`src/rtl/bf16_stage.sv`:
```
`default_nettype none
// ============================================================================
// Module      : bf16_stage
// Description : One radix-2 single-delay-feedback butterfly stage for a
//               32-point frame. A 16-entry complex delay line buffers the
//               first half of the frame. In FIRST it emits a+b and stores
//               a-b. In SECOND it emits the stored difference multiplied
//               by the twiddle WN.
// Ports       : clk, rst (async, active-low)
//               state_i            - phase: 00 IDLE, 11 WAITING,
//                                    01 FIRST, 10 SECOND
//               data_in_r/_i [DW]  - input sample, aligned with state_i
//               WN_r/_i      [WW]  - twiddle, Q2.8, used during SECOND
//               data_out_r/_i[DW+1]- registered stage result
//               valid_o            - data_out valid
//               out_idx [5]        - index of the output within the frame
//               last_o             - valid output with out_idx == 31
// Config      : BF16_ROUND_EN - round half up before the >>>8 of the
//               twiddle product (default: truncate toward -inf)
// Revision    : 1.0 - initial release
// ============================================================================
module bf16_stage #(
    parameter int DW = 19,
    parameter int WW = 10
) (
    input  logic                 clk,
    input  logic                 rst,
    input  logic [1:0]           state_i,
    input  logic signed [DW-1:0] data_in_r,
    input  logic signed [DW-1:0] data_in_i,
    input  logic signed [WW-1:0] WN_r,
    input  logic signed [WW-1:0] WN_i,
    output logic signed [DW:0]   data_out_r,
    output logic signed [DW:0]   data_out_i,
    output logic                 valid_o,
    output logic [4:0]           out_idx,
    output logic                 last_o
);

    localparam int PW = DW + 1;       // delay-line / output width
    localparam int MW = PW + WW;      // single product width
    localparam int SW = MW + 1;       // sum of two products

    localparam logic [1:0] S_IDLE   = 2'b00;
    localparam logic [1:0] S_WAIT   = 2'b11;
    localparam logic [1:0] S_FIRST  = 2'b01;
    localparam logic [1:0] S_SECOND = 2'b10;

`ifdef BF16_ROUND_EN
    localparam logic signed [SW-1:0] c_RND = SW'(128);
`else
    localparam logic signed [SW-1:0] c_RND = '0;
`endif
    localparam logic signed [SW-1:0] c_MAX = {{(WW+2){1'b0}}, {(PW-1){1'b1}}};
    localparam logic signed [SW-1:0] c_MIN = {{(WW+2){1'b1}}, {(PW-1){1'b0}}};

    logic signed [PW-1:0] r_dl_r [0:15];
    logic signed [PW-1:0] r_dl_i [0:15];
    logic [4:0]           r_cnt;

    logic signed [PW-1:0] w_head_r, w_head_i;
    logic signed [PW-1:0] w_b_r, w_b_i;
    logic signed [PW-1:0] w_g_r, w_g_i;
    logic signed [PW-1:0] w_push_r, w_push_i;
    logic signed [MW-1:0] w_hr_x, w_hi_x, w_wr_x, w_wi_x;
    logic signed [MW-1:0] w_p_rr, w_p_ii, w_p_ri, w_p_ir;
    logic signed [SW-1:0] w_sum_r, w_sum_i, w_rnd_r, w_rnd_i, w_sh_r, w_sh_i;
    logic signed [PW-1:0] w_m_r, w_m_i;

    // Oldest entry sits at index 15.
    assign w_head_r = r_dl_r[15];
    assign w_head_i = r_dl_i[15];
    assign w_b_r    = {data_in_r[DW-1], data_in_r};
    assign w_b_i    = {data_in_i[DW-1], data_in_i};
    assign w_g_r    = w_head_r + w_b_r;
    assign w_g_i    = w_head_i + w_b_i;

    // Operands are sign-extended to the full product width so the
    // multiplies are exact without relying on context extension.
    assign w_hr_x = {{WW{w_head_r[PW-1]}}, w_head_r};
    assign w_hi_x = {{WW{w_head_i[PW-1]}}, w_head_i};
    assign w_wr_x = {{PW{WN_r[WW-1]}}, WN_r};
    assign w_wi_x = {{PW{WN_i[WW-1]}}, WN_i};
    assign w_p_rr = w_hr_x * w_wr_x;
    assign w_p_ii = w_hi_x * w_wi_x;
    assign w_p_ri = w_hr_x * w_wi_x;
    assign w_p_ir = w_hi_x * w_wr_x;
    assign w_sum_r = {w_p_rr[MW-1], w_p_rr} - {w_p_ii[MW-1], w_p_ii};
    assign w_sum_i = {w_p_ri[MW-1], w_p_ri} + {w_p_ir[MW-1], w_p_ir};
    assign w_rnd_r = w_sum_r + c_RND;
    assign w_rnd_i = w_sum_i + c_RND;
    assign w_sh_r  = w_rnd_r >>> 8;
    assign w_sh_i  = w_rnd_i >>> 8;

    function automatic logic signed [PW-1:0] sat(input logic signed [SW-1:0] v);
        if (v > c_MAX)      return c_MAX[PW-1:0];
        else if (v < c_MIN) return c_MIN[PW-1:0];
        else                return v[PW-1:0];
    endfunction

    assign w_m_r = sat(w_sh_r);
    assign w_m_i = sat(w_sh_i);

    always_comb begin
        w_push_r = '0;
        w_push_i = '0;
        case (state_i)
            S_WAIT: begin
                w_push_r = w_b_r;
                w_push_i = w_b_i;
            end
            S_FIRST: begin
                w_push_r = w_head_r - w_b_r;
                w_push_i = w_head_i - w_b_i;
            end
            default: ;
        endcase
    end

    // Delay line shifts in every non-IDLE phase and holds in IDLE.
    always_ff @(posedge clk or negedge rst) begin
        if (!rst) begin
            for (int k = 0; k < 16; k++) begin
                r_dl_r[k] <= '0;
                r_dl_i[k] <= '0;
            end
        end else if (state_i != S_IDLE) begin
            r_dl_r[0] <= w_push_r;
            r_dl_i[0] <= w_push_i;
            for (int k = 1; k < 16; k++) begin
                r_dl_r[k] <= r_dl_r[k-1];
                r_dl_i[k] <= r_dl_i[k-1];
            end
        end
    end

    // r_cnt is the index the next valid output will carry; it only
    // restarts on IDLE and otherwise wraps naturally at 32.
    always_ff @(posedge clk or negedge rst) begin
        if (!rst) begin
            data_out_r <= '0;
            data_out_i <= '0;
            valid_o    <= 1'b0;
            last_o     <= 1'b0;
            out_idx    <= '0;
            r_cnt      <= '0;
        end else begin
            case (state_i)
                S_FIRST, S_SECOND: begin
                    data_out_r <= (state_i == S_FIRST) ? w_g_r : w_m_r;
                    data_out_i <= (state_i == S_FIRST) ? w_g_i : w_m_i;
                    valid_o    <= 1'b1;
                    last_o     <= (r_cnt == 5'd31);
                    out_idx    <= r_cnt;
                    r_cnt      <= r_cnt + 5'd1;
                end
                S_WAIT: begin
                    data_out_r <= '0;
                    data_out_i <= '0;
                    valid_o    <= 1'b0;
                    last_o     <= 1'b0;
                end
                default: begin
                    data_out_r <= '0;
                    data_out_i <= '0;
                    valid_o    <= 1'b0;
                    last_o     <= 1'b0;
                    out_idx    <= '0;
                    r_cnt      <= '0;
                end
            endcase
        end
    end

endmodule
`default_nettype wire

```
`config.mk`:
```
export PLATFORM = sky130hd
export DESIGN_NAME = bf16_stage
export DESIGN_NICKNAME = d
export VERILOG_FILES = /design/src/rtl/bf16_stage.sv
export SDC_FILE = /design/constraint.sdc
export NUM_CORES = 2
export LEC_CHECK = 0
export CAP_MARGIN = 0
export CORE_ASPECT_RATIO = 0.7
export CORE_MARGIN = 3
export CORE_UTILIZATION = 50
export CTS_BUF_LIST = sky130_fd_sc_hd__clkbuf_2
export DETAILED_ROUTE_END_ITERATION = 8
export PLACE_DENSITY = 0.8
export SLEW_MARGIN = 20
export SYNTH_ARGS = -nofsm -noshare
export SYNTH_HDL_FRONTEND = slang
export SYNTH_SLANG_ARGS = --single-unit
```
`constraint.sdc`:
```
create_clock -name clk -period 6.95 [get_ports clk]
set_input_delay 1.0425 -clock clk [delete_from_list [all_inputs] [get_ports clk]]
set_output_delay 1.0425 -clock clk [all_outputs]
set_load 0.1 [all_outputs]
```
# Word level (Yosys, flattened, before mapping)
# Cells that the tools add are included.
# W data, S select, Z words.
# word_totals
register_bits	692
in_bits	62
out_inout_bits	47
elab_cells	73
# classes
add_sub_neg	7
mul	4
n_lt_le_gt_ge	4
n_eq_ne	4
n_mux	14
reduce_logical	2
# ops
cell	count
$mux W20	8
$mul A20 B10 Y30	4
$pmux W20 S2	2
$gt A23 B20 Y1 const B	2
$lt A23 B20 Y1 const B	2
$add A20 B19 Y20	2
$sub A20 B19 Y20	2
$add A30 B30 Y31	1
$sub A30 B30 Y31	1
$pmux W5 S2	2
$add A5 B1 Y5 const B	1
$eq A5 B5 Y1 const B	1
$eq A2 B2 Y1 const B	2
$eq A2 B1 Y1 const B	1
$mux W1	2
$reduce_bool A2 Y1	1
$reduce_or A2 Y1	1

# Longest topological paths before layout
# depth
word_depth	7
ltp_mapped	30
ltp_nobuf	27

# Worst setup path before layout
# Ideal clock, no wire load.
# synth_path
kind	in2reg
start	input WN_i[8]
end	register data_out_i[12]
setup_time_ns	0.147
arrival_time_ns	7.927
slack_ns	-1.124
path_stages	26
n_path_buf	3
cell_sequence	clkbuf_1 clkbuf_1 nand2_1 fa_1 fa_1 fa_1 inv_1 fa_1 fa_1 fa_1 inv_1 fa_1 inv_1 ha_1 a21o_1 or3_1 o22ai_1 nor3_2 a211oi_4 a221oi_1 a221oi_2 mux2i_1 nand2_1 a31oi_4 buf_6 a221oi_2
# synth_via
elab_chain_len	7
elab_cells_between_ends	8
cone_classes	1 x add/sub; 1 x mul; 2 x order compare; 4 x mux
# synth_lines
element	line_no	text
from (decl)	32	input logic signed [WW-1:0] WN_i,
$mul A20 B10 Y30 (*)	86	assign w_p_ri = w_hr_x * w_wi_x;
$add A30 B30 Y31 (*)	89	assign w_sum_i = {w_p_ri[MW-1], w_p_ri} + {w_p_ir[MW-1], w_p_ir};
$lt A23 B20 Y1	97	else if (v < c_MIN) return c_MIN[PW-1:0];
$mux W20	97	
$mux W20 (*)	96	if (v > c_MAX) return c_MAX[PW-1:0];
$mux W20 (*)	151	data_out_i <= (state_i == S_FIRST) ? w_g_i : w_m_i;
$mux W20 (*)	148	case (state_i)
to (signal assigned)	151	
to (decl)	34	output logic signed [DW:0] data_out_i,
# Mark *: on every way between the ends. The rest lies on a longest branch, timed or not.
# A chain may end at the register's enable or synchronous reset.

# Worst setup path after layout
# layout_path
start	register r_dl_i (netlist bit w_head_i[7])
end	register data_out_i[0]
# layout_via
elab_chain_len	7
elab_cells_between_ends	8
cone_classes	1 x add/sub; 1 x mul; 2 x order compare; 4 x mux
# layout_lines
element	line_no	text
from (decl)	58	logic signed [PW-1:0] r_dl_i [0:15];
from (signal, indexed assignment)	132	r_dl_i[k] <= r_dl_i[k-1];
$mul A20 B10 Y30 (*)	87	assign w_p_ir = w_hi_x * w_wr_x;
$add A30 B30 Y31 (*)	89	
$lt A23 B20 Y1	97	
$mux W20	97	
$mux W20 (*)	96	
$mux W20 (*)	151	
$mux W20 (*)	148	
# Marked as above.

==> flow_metrics.tcl <==
set metrics [dict create \
    synthAdderAreaFrac 0.343 \
    skew_ps 188 \
    synth_compound_area_frac 0.0473 \
    synth_xor_area_frac 0.0190 \
    firstDrtPassIters 6 \
    grt_pass1_wl_um 233000 \
    clk_pin_slew_worst_paths_ps 180 \
    drt_iter0_drc 2953 \
    cp_data_required_time_ps 8030 \
    async_flop_share 1.00 \
    vias_per_cell 5.28 \
    outcome "complete, but fails checks" \
    htreeDepth 4 \
    finalHoldViolCount 0 \
    multi_input_area_um2 36400 \
    fin_crit_sh 1.10 \
    core_area_um2 114000 \
    yosys.area_share.simple 0.0957 \
    fin_nets 6967 \
    cts_tree "yes" \
    chipWidth_um 414 \
    die_area_um2 120000 \
    syn_area_per_cell_um2 10.9 \
    numCtsBuffers 146 \
    wl_per_cell_um 19.6 \
    grt_max_degree 187 \
    cts_sinks 692 \
    drc 0 \
    syn-num-nets 6500 \
    rsz0062_at_grt "yes" \
    die_h_um 291 \
    synthMuxAreaShare 0.112 \
    clkLatencyLatePin_ps 1380 \
    fmax_mhz 131 \
    io_pins 109 \
    final_common_cell "inv_1" \
    worst_slack_ps -700 \
    hold_slack_ps 363 \
    hold_class "input pin to asynchronous set/reset pin" \
    critPathKind "flip-flop to flip-flop" \
    cts_buffer_depth 3 \
    first_global_vias 42300 \
    synthDistinctLibCells 76 \
    syn-cell-area_um2 58100 \
    final_max_slew_viol_count 0 \
    finalCoreUtilization 0.581 \
    ys_ff_latch 692 \
    path_max_fanout 7 \
    setup_viol 40 \
    nFillCells 9138 \
    rows 103 \
    critPathLaunchType "flip-flop" \
    layout_common_cells "inv_1, fa_1, dfrtp_1" \
    synth-edff-count 0 \
    clockRootBuffer "clkbuf_2" \
    synth_top_family_by_area "adder cells" \
    grt_overflow_total 0 \
    place_hpwl_um 115000 \
    vias 39200 \
    drive_gt1_frac 0.241 \
    yosysWarnings 0 \
    io_buffers 108 \
    ys_seq_area_frac 0.298 \
    arrival_ps 8730 \
    area_growth_pct 14.0 \
    grt_util_all_layers 0.248 \
    synth_ff_type "dfrtp_1" \
    start_util 0.510 \
    place_congestion 0.926 \
    synthCells 5331 \
    end_kind "flip-flop" \
    relSlewSlack 0.241 \
    seqCellArea_um2 17300 \
    min_period_ps 7650 \
    antenna_found_initial 11 \
    tightest_slew_ps 1140 \
    violations "setup timing" \
    postRouteAntennaNets 0 \
    cap_violations 0 \
    finalWirelength_um 145000 \
]
## cell families (layout without fill, tap and decap cells)
group                    count (synthesis)  in the layout
multiplexers                           578            578
XOR/XNOR                               126            126
AO/OA/AOI/OAI                          389            389
flip-flops                             692            692
adder cells (fa/ha/maj)               1107           1107
other                                    0              8
AND/OR/NAND/NOR                       1130           1131
buffers and inverters                 1309           1875
## per-stage QoR
stage,setup slack (ps),cells,cell area (um2),TNS (ps)
finish,-700,7428,66300,-23630
global route,-873,7426,66300,-32340
CTS,-587,7394,65800,-20970
detailed placement,-1900,7135,64200,-72050
global placement,-1750,7135,64200,-67420
floorplan,-781,5331,58500,-24230
## worst max-delay path: stages (launching register included)
cell and delay, ps:
dfrtp_2 580, nand2_2 90, fa_1 480, inv_1 60
fa_1 570, fa_1 440, fa_1 580, fa_1 440
fa_1 500, inv_1 50, fa_1 490, inv_2 50
ha_4 210, a21o_1 180, or3_4 410, a211oi_4 250
nor3_4 120, a211oi_4 250, buf_6 160, a221oi_4 80
a221oi_2 310, buf_4 170, mux2i_1 170, nand2_1 100
a31oi_4 210, buf_12 160, buf_6 180, a221oi_2 80
## state kept, by name, summed over array words and instances, names as in the netlist
signal,count
out_idx,5
w_head_i,20
last_o,1
w_head_r,20
data_out_i,20
r_cnt,5
valid_o,1
r_dl_i,300
r_dl_r,300
data_out_r,20
## final cells by class
type                       instances  area share
antenna                            8    0.000302
sequential                       692       0.262
tap                             1522      0.0287
inverter                        1037      0.0587
clock inverter                    53     0.00513
timing repair buffer             590      0.0821
clock buffer                     195      0.0147
multi-input combinational       3331       0.549
## metal layers
metal	global-route usage	wire [um]	vias up
li1	-	-	17500
met1	0.343	61200	20000
met2	0.374	64800	1509
met3	0.0693	13700	252
met4	0.0927	5660	4
met5	0	21	-
## what timing repair did
| action | in CTS | in global routing |
|---|---|---|
| setup buffers | 9 | 25 |
| gates cloned | 1 | 4 |
| endpoints found under the hold margin | 81 | 0 |
| resized for setup | 43 | 53 |
| pin swaps | 19 | 25 |
| setup endpoints to repair | 40 | 40 |
| hold buffers | 1 | 0 |
## path summary, 6_finish.rpt
check	start	endpoint	slack, ps	depth (start not counted)
worst max-delay path	w_head_i[7]	data_out_i[0]	-700	27
max in group asynchronous	rst	r_dl_i[67]	4840	4
min in group clk	r_dl_r[160]	r_dl_r[140]	400	1
worst min-delay path	rst	r_dl_i[306]	360	2
worst min register to register	r_dl_r[160]	r_dl_r[140]	400	1
worst max register to register	w_head_i[7]	data_out_i[0]	-700	27
## cells in the mapped netlist, types with 30 or more instances
cell type | count | area share
a21oi_1 | 99 | 0.0085
xnor2_1 | 102 | 0.015
mux2_2 | 577 | 0.11
ha_1 | 292 | 0.063
dfrtp_1 | 692 | 0.30
nand2b_1 | 30 | 0.0032
and2_1 | 371 | 0.040
nor2b_1 | 42 | 0.0045
o21ai_0 | 75 | 0.0065
nor2_1 | 123 | 0.0079
a221oi_1 | 43 | 0.0065
fa_1 | 815 | 0.28
nand2_1 | 467 | 0.030
inv_1 | 1036 | 0.067
clkbuf_1 | 265 | 0.017
nor3_1 | 30 | 0.0026
Power is not shown: default switching activity piles up to over one toggle a cycle in this logic, so the estimate is an artifact.
